===== src/rtl/pc_unit_if.sv =====
// pc_unit_if: fetch-control bundle between next-PC logic and the program counter.
// Latency: none (signal bundle only).
// Backpressure: stall holds the PC; halt_req/resume park and restart fetch.
// Ports/modports:
//   master - next-PC/control side: drives stall, halt_req, resume, redirect_*, trap_*;
//            observes pc, pc_plus_inc, pc_valid, epc, misaligned_fault, state.
//   slave  - pc_unit side: the mirror image of master.
interface pc_unit_if #(
  parameter int XLEN = 32
);
  logic            stall;
  logic            halt_req;
  logic            resume;
  logic            redirect_valid;
  logic [XLEN-1:0] redirect_target;
  logic            trap_req;
  logic            trap_return;
  logic [XLEN-1:0] pc;
  logic [XLEN-1:0] pc_plus_inc;
  logic            pc_valid;
  logic [XLEN-1:0] epc;
  logic            misaligned_fault;
  logic [1:0]      state;

  modport master (
    output stall, halt_req, resume, redirect_valid, redirect_target, trap_req, trap_return,
    input  pc, pc_plus_inc, pc_valid, epc, misaligned_fault, state
  );

  modport slave (
    input  stall, halt_req, resume, redirect_valid, redirect_target, trap_req, trap_return,
    output pc, pc_plus_inc, pc_valid, epc, misaligned_fault, state
  );
endinterface


===== src/rtl/pc_unit.sv =====
// pc_unit: RV32I program counter with redirect, trap entry/return and a BOOT/RUN/HALT FSM.
// Latency: pc updates one cycle after the controlling input; pc_plus_inc is same-cycle.
// Backpressure: stall holds pc in RUN; control-flow changes override stall; HALT parks fetch.
// Ports:
//   clk  - rising-edge clock
//   rst  - synchronous active-high reset, dominates all other inputs
//   bus  - pc_unit_if.slave: control inputs in, pc/epc/pc_valid/fault/state out
module pc_unit #(
  parameter int              XLEN         = 32,
  parameter logic [XLEN-1:0] RESET_VECTOR = '0,
  parameter logic [XLEN-1:0] TRAP_VECTOR  = XLEN'(32'h0000_0100),
  parameter int              INC          = 4
) (
  input  logic        clk,
  input  logic        rst,
  pc_unit_if.slave    bus
);

  typedef enum logic [1:0] {
    ST_BOOT = 2'b00,
    ST_RUN  = 2'b01,
    ST_HALT = 2'b10
  } state_t;

  // INC is a power of two, so the low bits of INC-1 form the alignment mask.
  localparam logic [XLEN-1:0] ALIGN_MASK = XLEN'(INC - 1);

  state_t          r_state;
  logic [XLEN-1:0] r_pc;
  logic [XLEN-1:0] r_epc;
  logic            r_fault;
  logic            r_pc_valid;

  logic [XLEN-1:0] w_pc_plus_inc;
  logic            w_misaligned;

  // Natural XLEN-bit addition gives the required wrap at the top of the address space.
  assign w_pc_plus_inc = r_pc + XLEN'(INC);
  assign w_misaligned  = |(bus.redirect_target & ALIGN_MASK);

  always_ff @(posedge clk) begin
    if (rst) begin
      r_state    <= ST_BOOT;
      r_pc       <= RESET_VECTOR;
      r_epc      <= '0;
      r_fault    <= 1'b0;
      r_pc_valid <= 1'b0;
    end else begin
      // Fault flag is a one-cycle pulse; only the faulting RUN branch re-raises it.
      r_fault <= 1'b0;
      case (r_state)
        ST_BOOT: begin
          r_state    <= ST_RUN;
          r_pc_valid <= 1'b1;
        end

        ST_RUN: begin
          // Priority chain: trap, trap return, misaligned redirect, redirect, stall, increment.
          if (bus.trap_req) begin
            r_epc <= r_pc;
            r_pc  <= TRAP_VECTOR;
          end else if (bus.trap_return) begin
            r_pc <= r_epc;
          end else if (bus.redirect_valid && w_misaligned) begin
            r_epc   <= r_pc;
            r_pc    <= TRAP_VECTOR;
            r_fault <= 1'b1;
          end else if (bus.redirect_valid) begin
            r_pc <= bus.redirect_target;
          end else if (!bus.stall) begin
            r_pc <= w_pc_plus_inc;
          end
          // Halt takes effect after this cycle's pc update has been applied.
          if (bus.halt_req) begin
            r_state    <= ST_HALT;
            r_pc_valid <= 1'b0;
          end
        end

        ST_HALT: begin
          // Traps are still taken while parked; everything else except resume is ignored.
          if (bus.trap_req) begin
            r_epc <= r_pc;
            r_pc  <= TRAP_VECTOR;
          end
          if (bus.resume) begin
            r_state    <= ST_RUN;
            r_pc_valid <= 1'b1;
          end
        end

        default: begin
          r_state    <= ST_BOOT;
          r_pc_valid <= 1'b0;
        end
      endcase
    end
  end

  assign bus.pc               = r_pc;
  assign bus.pc_plus_inc      = w_pc_plus_inc;
  assign bus.pc_valid         = r_pc_valid;
  assign bus.epc              = r_epc;
  assign bus.misaligned_fault = r_fault;
  assign bus.state            = r_state;

endmodule


===== src/flat_wrapper.sv =====
// flat-port wrapper written by rule: the top's interface ports become plain ports
module pc_unit_flat 
#(
  parameter int              XLEN         = 32,
  parameter logic [XLEN-1:0] RESET_VECTOR = '0,
  parameter logic [XLEN-1:0] TRAP_VECTOR  = XLEN'(32'h0000_0100),
  parameter int              INC          = 4
)
  (clk, rst, bus_stall, bus_halt_req, bus_resume, bus_redirect_valid, bus_redirect_target, bus_trap_req, bus_trap_return, bus_pc, bus_pc_plus_inc, bus_pc_valid, bus_epc, bus_misaligned_fault, bus_state);
  pc_unit_if #(.XLEN(XLEN)) bus_i ();
  input  logic clk;
  input  logic rst;
  input wire logic [$bits(bus_i.stall)-1:0] bus_stall;
  input wire logic [$bits(bus_i.halt_req)-1:0] bus_halt_req;
  input wire logic [$bits(bus_i.resume)-1:0] bus_resume;
  input wire logic [$bits(bus_i.redirect_valid)-1:0] bus_redirect_valid;
  input wire logic [$bits(bus_i.redirect_target)-1:0] bus_redirect_target;
  input wire logic [$bits(bus_i.trap_req)-1:0] bus_trap_req;
  input wire logic [$bits(bus_i.trap_return)-1:0] bus_trap_return;
  output wire logic [$bits(bus_i.pc)-1:0] bus_pc;
  output wire logic [$bits(bus_i.pc_plus_inc)-1:0] bus_pc_plus_inc;
  output wire logic [$bits(bus_i.pc_valid)-1:0] bus_pc_valid;
  output wire logic [$bits(bus_i.epc)-1:0] bus_epc;
  output wire logic [$bits(bus_i.misaligned_fault)-1:0] bus_misaligned_fault;
  output wire logic [$bits(bus_i.state)-1:0] bus_state;
  assign bus_i.stall = bus_stall;
  assign bus_i.halt_req = bus_halt_req;
  assign bus_i.resume = bus_resume;
  assign bus_i.redirect_valid = bus_redirect_valid;
  assign bus_i.redirect_target = bus_redirect_target;
  assign bus_i.trap_req = bus_trap_req;
  assign bus_i.trap_return = bus_trap_return;
  assign bus_pc = bus_i.pc;
  assign bus_pc_plus_inc = bus_i.pc_plus_inc;
  assign bus_pc_valid = bus_i.pc_valid;
  assign bus_epc = bus_i.epc;
  assign bus_misaligned_fault = bus_i.misaligned_fault;
  assign bus_state = bus_i.state;
  pc_unit #(.XLEN(XLEN), .RESET_VECTOR(RESET_VECTOR), .TRAP_VECTOR(TRAP_VECTOR), .INC(INC)) u_core (.clk(clk), .rst(rst), .bus(bus_i));
endmodule

===== config.mk =====
export PLATFORM = sky130hd
export DESIGN_NAME = pc_unit_flat
export DESIGN_NICKNAME = d
export VERILOG_FILES = /design/src/rtl/pc_unit_if.sv /design/src/rtl/pc_unit.sv /design/src/flat_wrapper.sv
export SDC_FILE = /design/constraint.sdc
export NUM_CORES = 1
export LEC_CHECK = 0
export ABC_AREA = 1
export BUFFER_PORTS_ARGS = -buffer_cell sky130_fd_sc_hd__buf_2
export CAP_MARGIN = 30
export CORE_MARGIN = 2
export CORE_UTILIZATION = 30
export DETAILED_ROUTE_END_ITERATION = 12
export MAX_ROUTING_LAYER = met4
export PLACE_DENSITY = 0.56
export SETUP_SLACK_MARGIN = 0.1
export SLEW_MARGIN = 25
export SYNTH_ARGS = -nofsm -noshare
export SYNTH_HDL_FRONTEND = slang
export SYNTH_SLANG_ARGS = --single-unit

===== constraint.sdc =====
create_clock -name clk -period 3.32 [get_ports clk]
set_input_delay 0.332 -clock clk [delete_from_list [all_inputs] [get_ports clk]]
set_output_delay 0.332 -clock clk [all_outputs]
set_load 0.005 [all_outputs]

==> impl_metrics.yaml <==
critical_path:
  worst-path-buf-inv: 4
  cpLargestDelayFamily: "buffers and inverters"
  critical-path-max-stage-delay_ns: 0.59
  cp_slowest_cell: "inv_2"
  worst-path-max-fanout: 46
  path_cells: "inv_1, ha_1, inv_2, nor2_1, a21oi_1, inv_1, nor2_1, nand2_2, inv_2, o21ai_0, a21oi_1"
  start_kind: "register"
  worstSetupPathType: "register to register"
  required_ns: 3.58
  critPathCaptureType: "register"
  cp.arrival_ns: 2.70
placed_design:
  port_buffers: 139
  routabilityCongestion: 0.849
  post-dp-hpwl_mm: 9.98
  dp.cells: 949
global_route:
  grt_pass1_wl_mm: 21.5
  grt-ovfl-total: 0
  antenna_found_initial: 0
  gr-usage-all-layers_pct: 19.6
  grt_max_degree: 51
  grt_pass1_vias: 4222
power_and_ir_drop:
  power_frac_clock_pct: 24.4
  power.density_nw_per_um2: 723
  switching_share_pct: 41.7
  switchingPower_mw: 1.54
  intPower_mw: 2.16
  p_seq_share_pct: 36.3
  p_leak_nw: 2.51
  p_comb_share_pct: 39.3
  ir_worst_vdd_mv: 0.297
routing:
  drt_iter0_drc: 223
  drcViolationCount: 0
  dr.pass1.iters: 5
  via_per_inst: 4.62
  wl_per_cell_um: 14.1
  wl_mm: 13.6
  antenna_left: 0
  num_vias: 4462
run_status:
  run_status: "complete, no violations"
clock_network:
  clkSlewWorstSetupHoldPaths_ns: 0.06
  cts_sinks: 67
  clk_latency_ns: 0.33
  cts_tree: "built"
  htreeDepth: 3
  cts_buffer_depth: 2
  cts_buffers: 9
  hold_buffers: 0
  root_buffer: "clkbuf_16"
  cts_setup_buffers: 0
  cts.repair.resized: 0
floorplanning:
  core_area_um2: 13100
  num_rows: 42
  fp.dieH_um: 120
  floorplan.initialDensity_pct: 30.5
  io_pins: 140
  die_w_um: 120
  die_area_um2: 14300
sta:
  setup_viol: 0
  slew_violations: 0
  grt_setup_unrepaired: "no"
  hold_viol: 0
  fin_skew_ns: 0.00551
  fin_setup_tns_ns: 0
  max_freq_mhz: 410
  max_slew_margin_pct: 40.3
  finalCriticalPeriod_ns: 2.44
  post-route-period-util_pct: 73.6
  worst_pin_slew_ns: 0.895
synth:
  syn_nets: 705
  yosysWarnings: 0
  syn_inst: 661
  synth_area_per_cell_um2: 6.06
  ys_types: 32
  synth_top_area_share_pct: 33.5
  yosysSeqAreaShare_pct: 33.5
  netlist_area_um2: 4000
  ys_ff_latch: 67
  synth_area_leaders: "dfxtp_1 34%, nand2_1 21%, nor2_1 11%, o21ai_0 6.1%, a21oi_1 5.9%"
  synth_top_cell_by_area: "dfxtp_1"
final_layout:
  instances_no_fill: 965
  syn2layout_area_growth_pct: 27.7
  regArea_um2: 1340
  fillCellCount: 1514
  final_nets: 829
  drive_gt1_share_pct: 23.2
  n_antenna_cell: 0
  multi_input_area_um2: 2350
min_path:
  hold_path_class: "input pin to register"
job:
  max-cap-violations: 0
[worst paths after layout]
path,depth (start not counted),to,start,slack (ns)
worst min register to register,2,u_core.bus.epc[20]$_SDFFE_PP0P_,u_core.bus.epc[20]$_SDFFE_PP0P_,0.50
worst max-delay path,11,u_core.bus.epc[26]$_SDFFE_PP0P_,u_core.bus.state[0]$_SDFFE_PP0P_,0.88
worst min-delay path,2,u_core.bus.misaligned_fault$_SDFF_PP0_,bus_trap_return,0.22
worst max register to register,11,u_core.bus.epc[26]$_SDFFE_PP0P_,u_core.bus.state[0]$_SDFFE_PP0P_,0.88
[metal layers]
| layer | share of wire [%] | global-route usage [%] | up-vias |
|---|---|---|---|
| met3 | 5.8 | 4.71 | 17 |
| li1 | - | - | 2313 |
| met4 | 1.8 | 6.91 | 0 |
| met5 | 0 | - | - |
| met2 | 44 | 30.0 | 119 |
| met1 | 49 | 25.5 | 2013 |
[placed cells by master, fill, tap and decap left out, types with 3 or more instances in the layout]
| cell type | netlist | layout |
|---|---|---|
| nand2_1 | 222 | 222 |
| buf_2 | 7 | 139 |
| nor2_1 | 120 | 119 |
| dfxtp_1 | 67 | 67 |
| o21ai_0 | 49 | 49 |
| a21oi_1 | 47 | 47 |
| inv_1 | 42 | 41 |
| nand3_1 | 24 | 24 |
| xnor2_1 | 12 | 12 |
| nor2_4 | 9 | 9 |
| clkbuf_16 | 0 | 9 |
| nand2_2 | 6 | 6 |
| buf_4 | 4 | 5 |
| ha_1 | 4 | 4 |
| nor2_2 | 2 | 3 |
| inv_2 | 3 | 3 |
| xor2_1 | 3 | 3 |
| nor3_1 | 3 | 3 |
| clkbuf_8 | 0 | 3 |
[per-stage QoR]
step | setup slack [ns] | utilization, % | instance area, um^2 | hold WS (ns) | power, mW
finish | 0.878 | 38.9 | 5110 | 0.218 | 3.69
global route | 0.553 | 38.9 | 5110 | 0.210 | 3.99
CTS | 0.871 | 38.8 | 5090 | 0.207 | 3.68
detailed placement | 0.891 | 36.6 | 4810 | 0.492 | 2.77
global placement | 1.00 | 36.6 | 4810 | 0.494 | 2.76
floorplan | 1.65 | - | 4000 | 0.409 | 2.17
[registers in the layout (all words and copies together) (netlist names)]
name,flops
u_core.bus.epc,32
u_core.bus.pc,32
u_core.bus.state,2
u_core.bus.misaligned_fault,1
[area by class of cell]
type / count / area share, %
Clock buffer: 13 / 5.29
Clock inverter: 2 / 0.196
Inverter: 46 / 3.38
Multi-Input combinational cell: 516 / 45.9
Sequential cell: 67 / 26.2
Tap cell: 176 / 4.31
Timing Repair Buffer: 145 / 14.6
[cell families (layout without fill, tap and decap cells)]
logic type               count (synthesis)  in the layout  synth area share (%)
flip-flops                              67             67                  33.5
buffers and inverters                   78            206                  7.91
AND/OR/NAND/NOR                        393            393                  40.6
multiplexers                             1              1                 0.250
AO/OA/AOI/OAI                          103            103                  13.2
adder cells (fa/ha/maj)                  4              4                  1.25
XOR/XNOR                                15             15                  3.28
[synth_stat cells (all sizes together)]
cell,number
o21ai,50
nor2,131
inv,45
a211oi,1
clkinv,1
xnor2,12
and2,2
o21bai,1
buf,12
nand4,1
nand2,230
nand3,24
ha,4
mux2i,1
nand3b,1
a21oi,48
xor2,3
a31oi,2
dfxtp,67
o22ai,1
nor3,3
clkbuf,20
nor4,1
[power groups by stage]
stage	registers, mW	logic [mW]	clock network [mW]
2_1_floorplan	1.29	0.882	0
6_report	1.34	1.45	0.900
5_1_grt	1.38	1.66	0.952
3_5_place_dp	1.35	1.42	0
3_3_place_gp	1.36	1.40	0
4_1_cts	1.34	1.43	0.912
(Power assumes the default switching activity.)
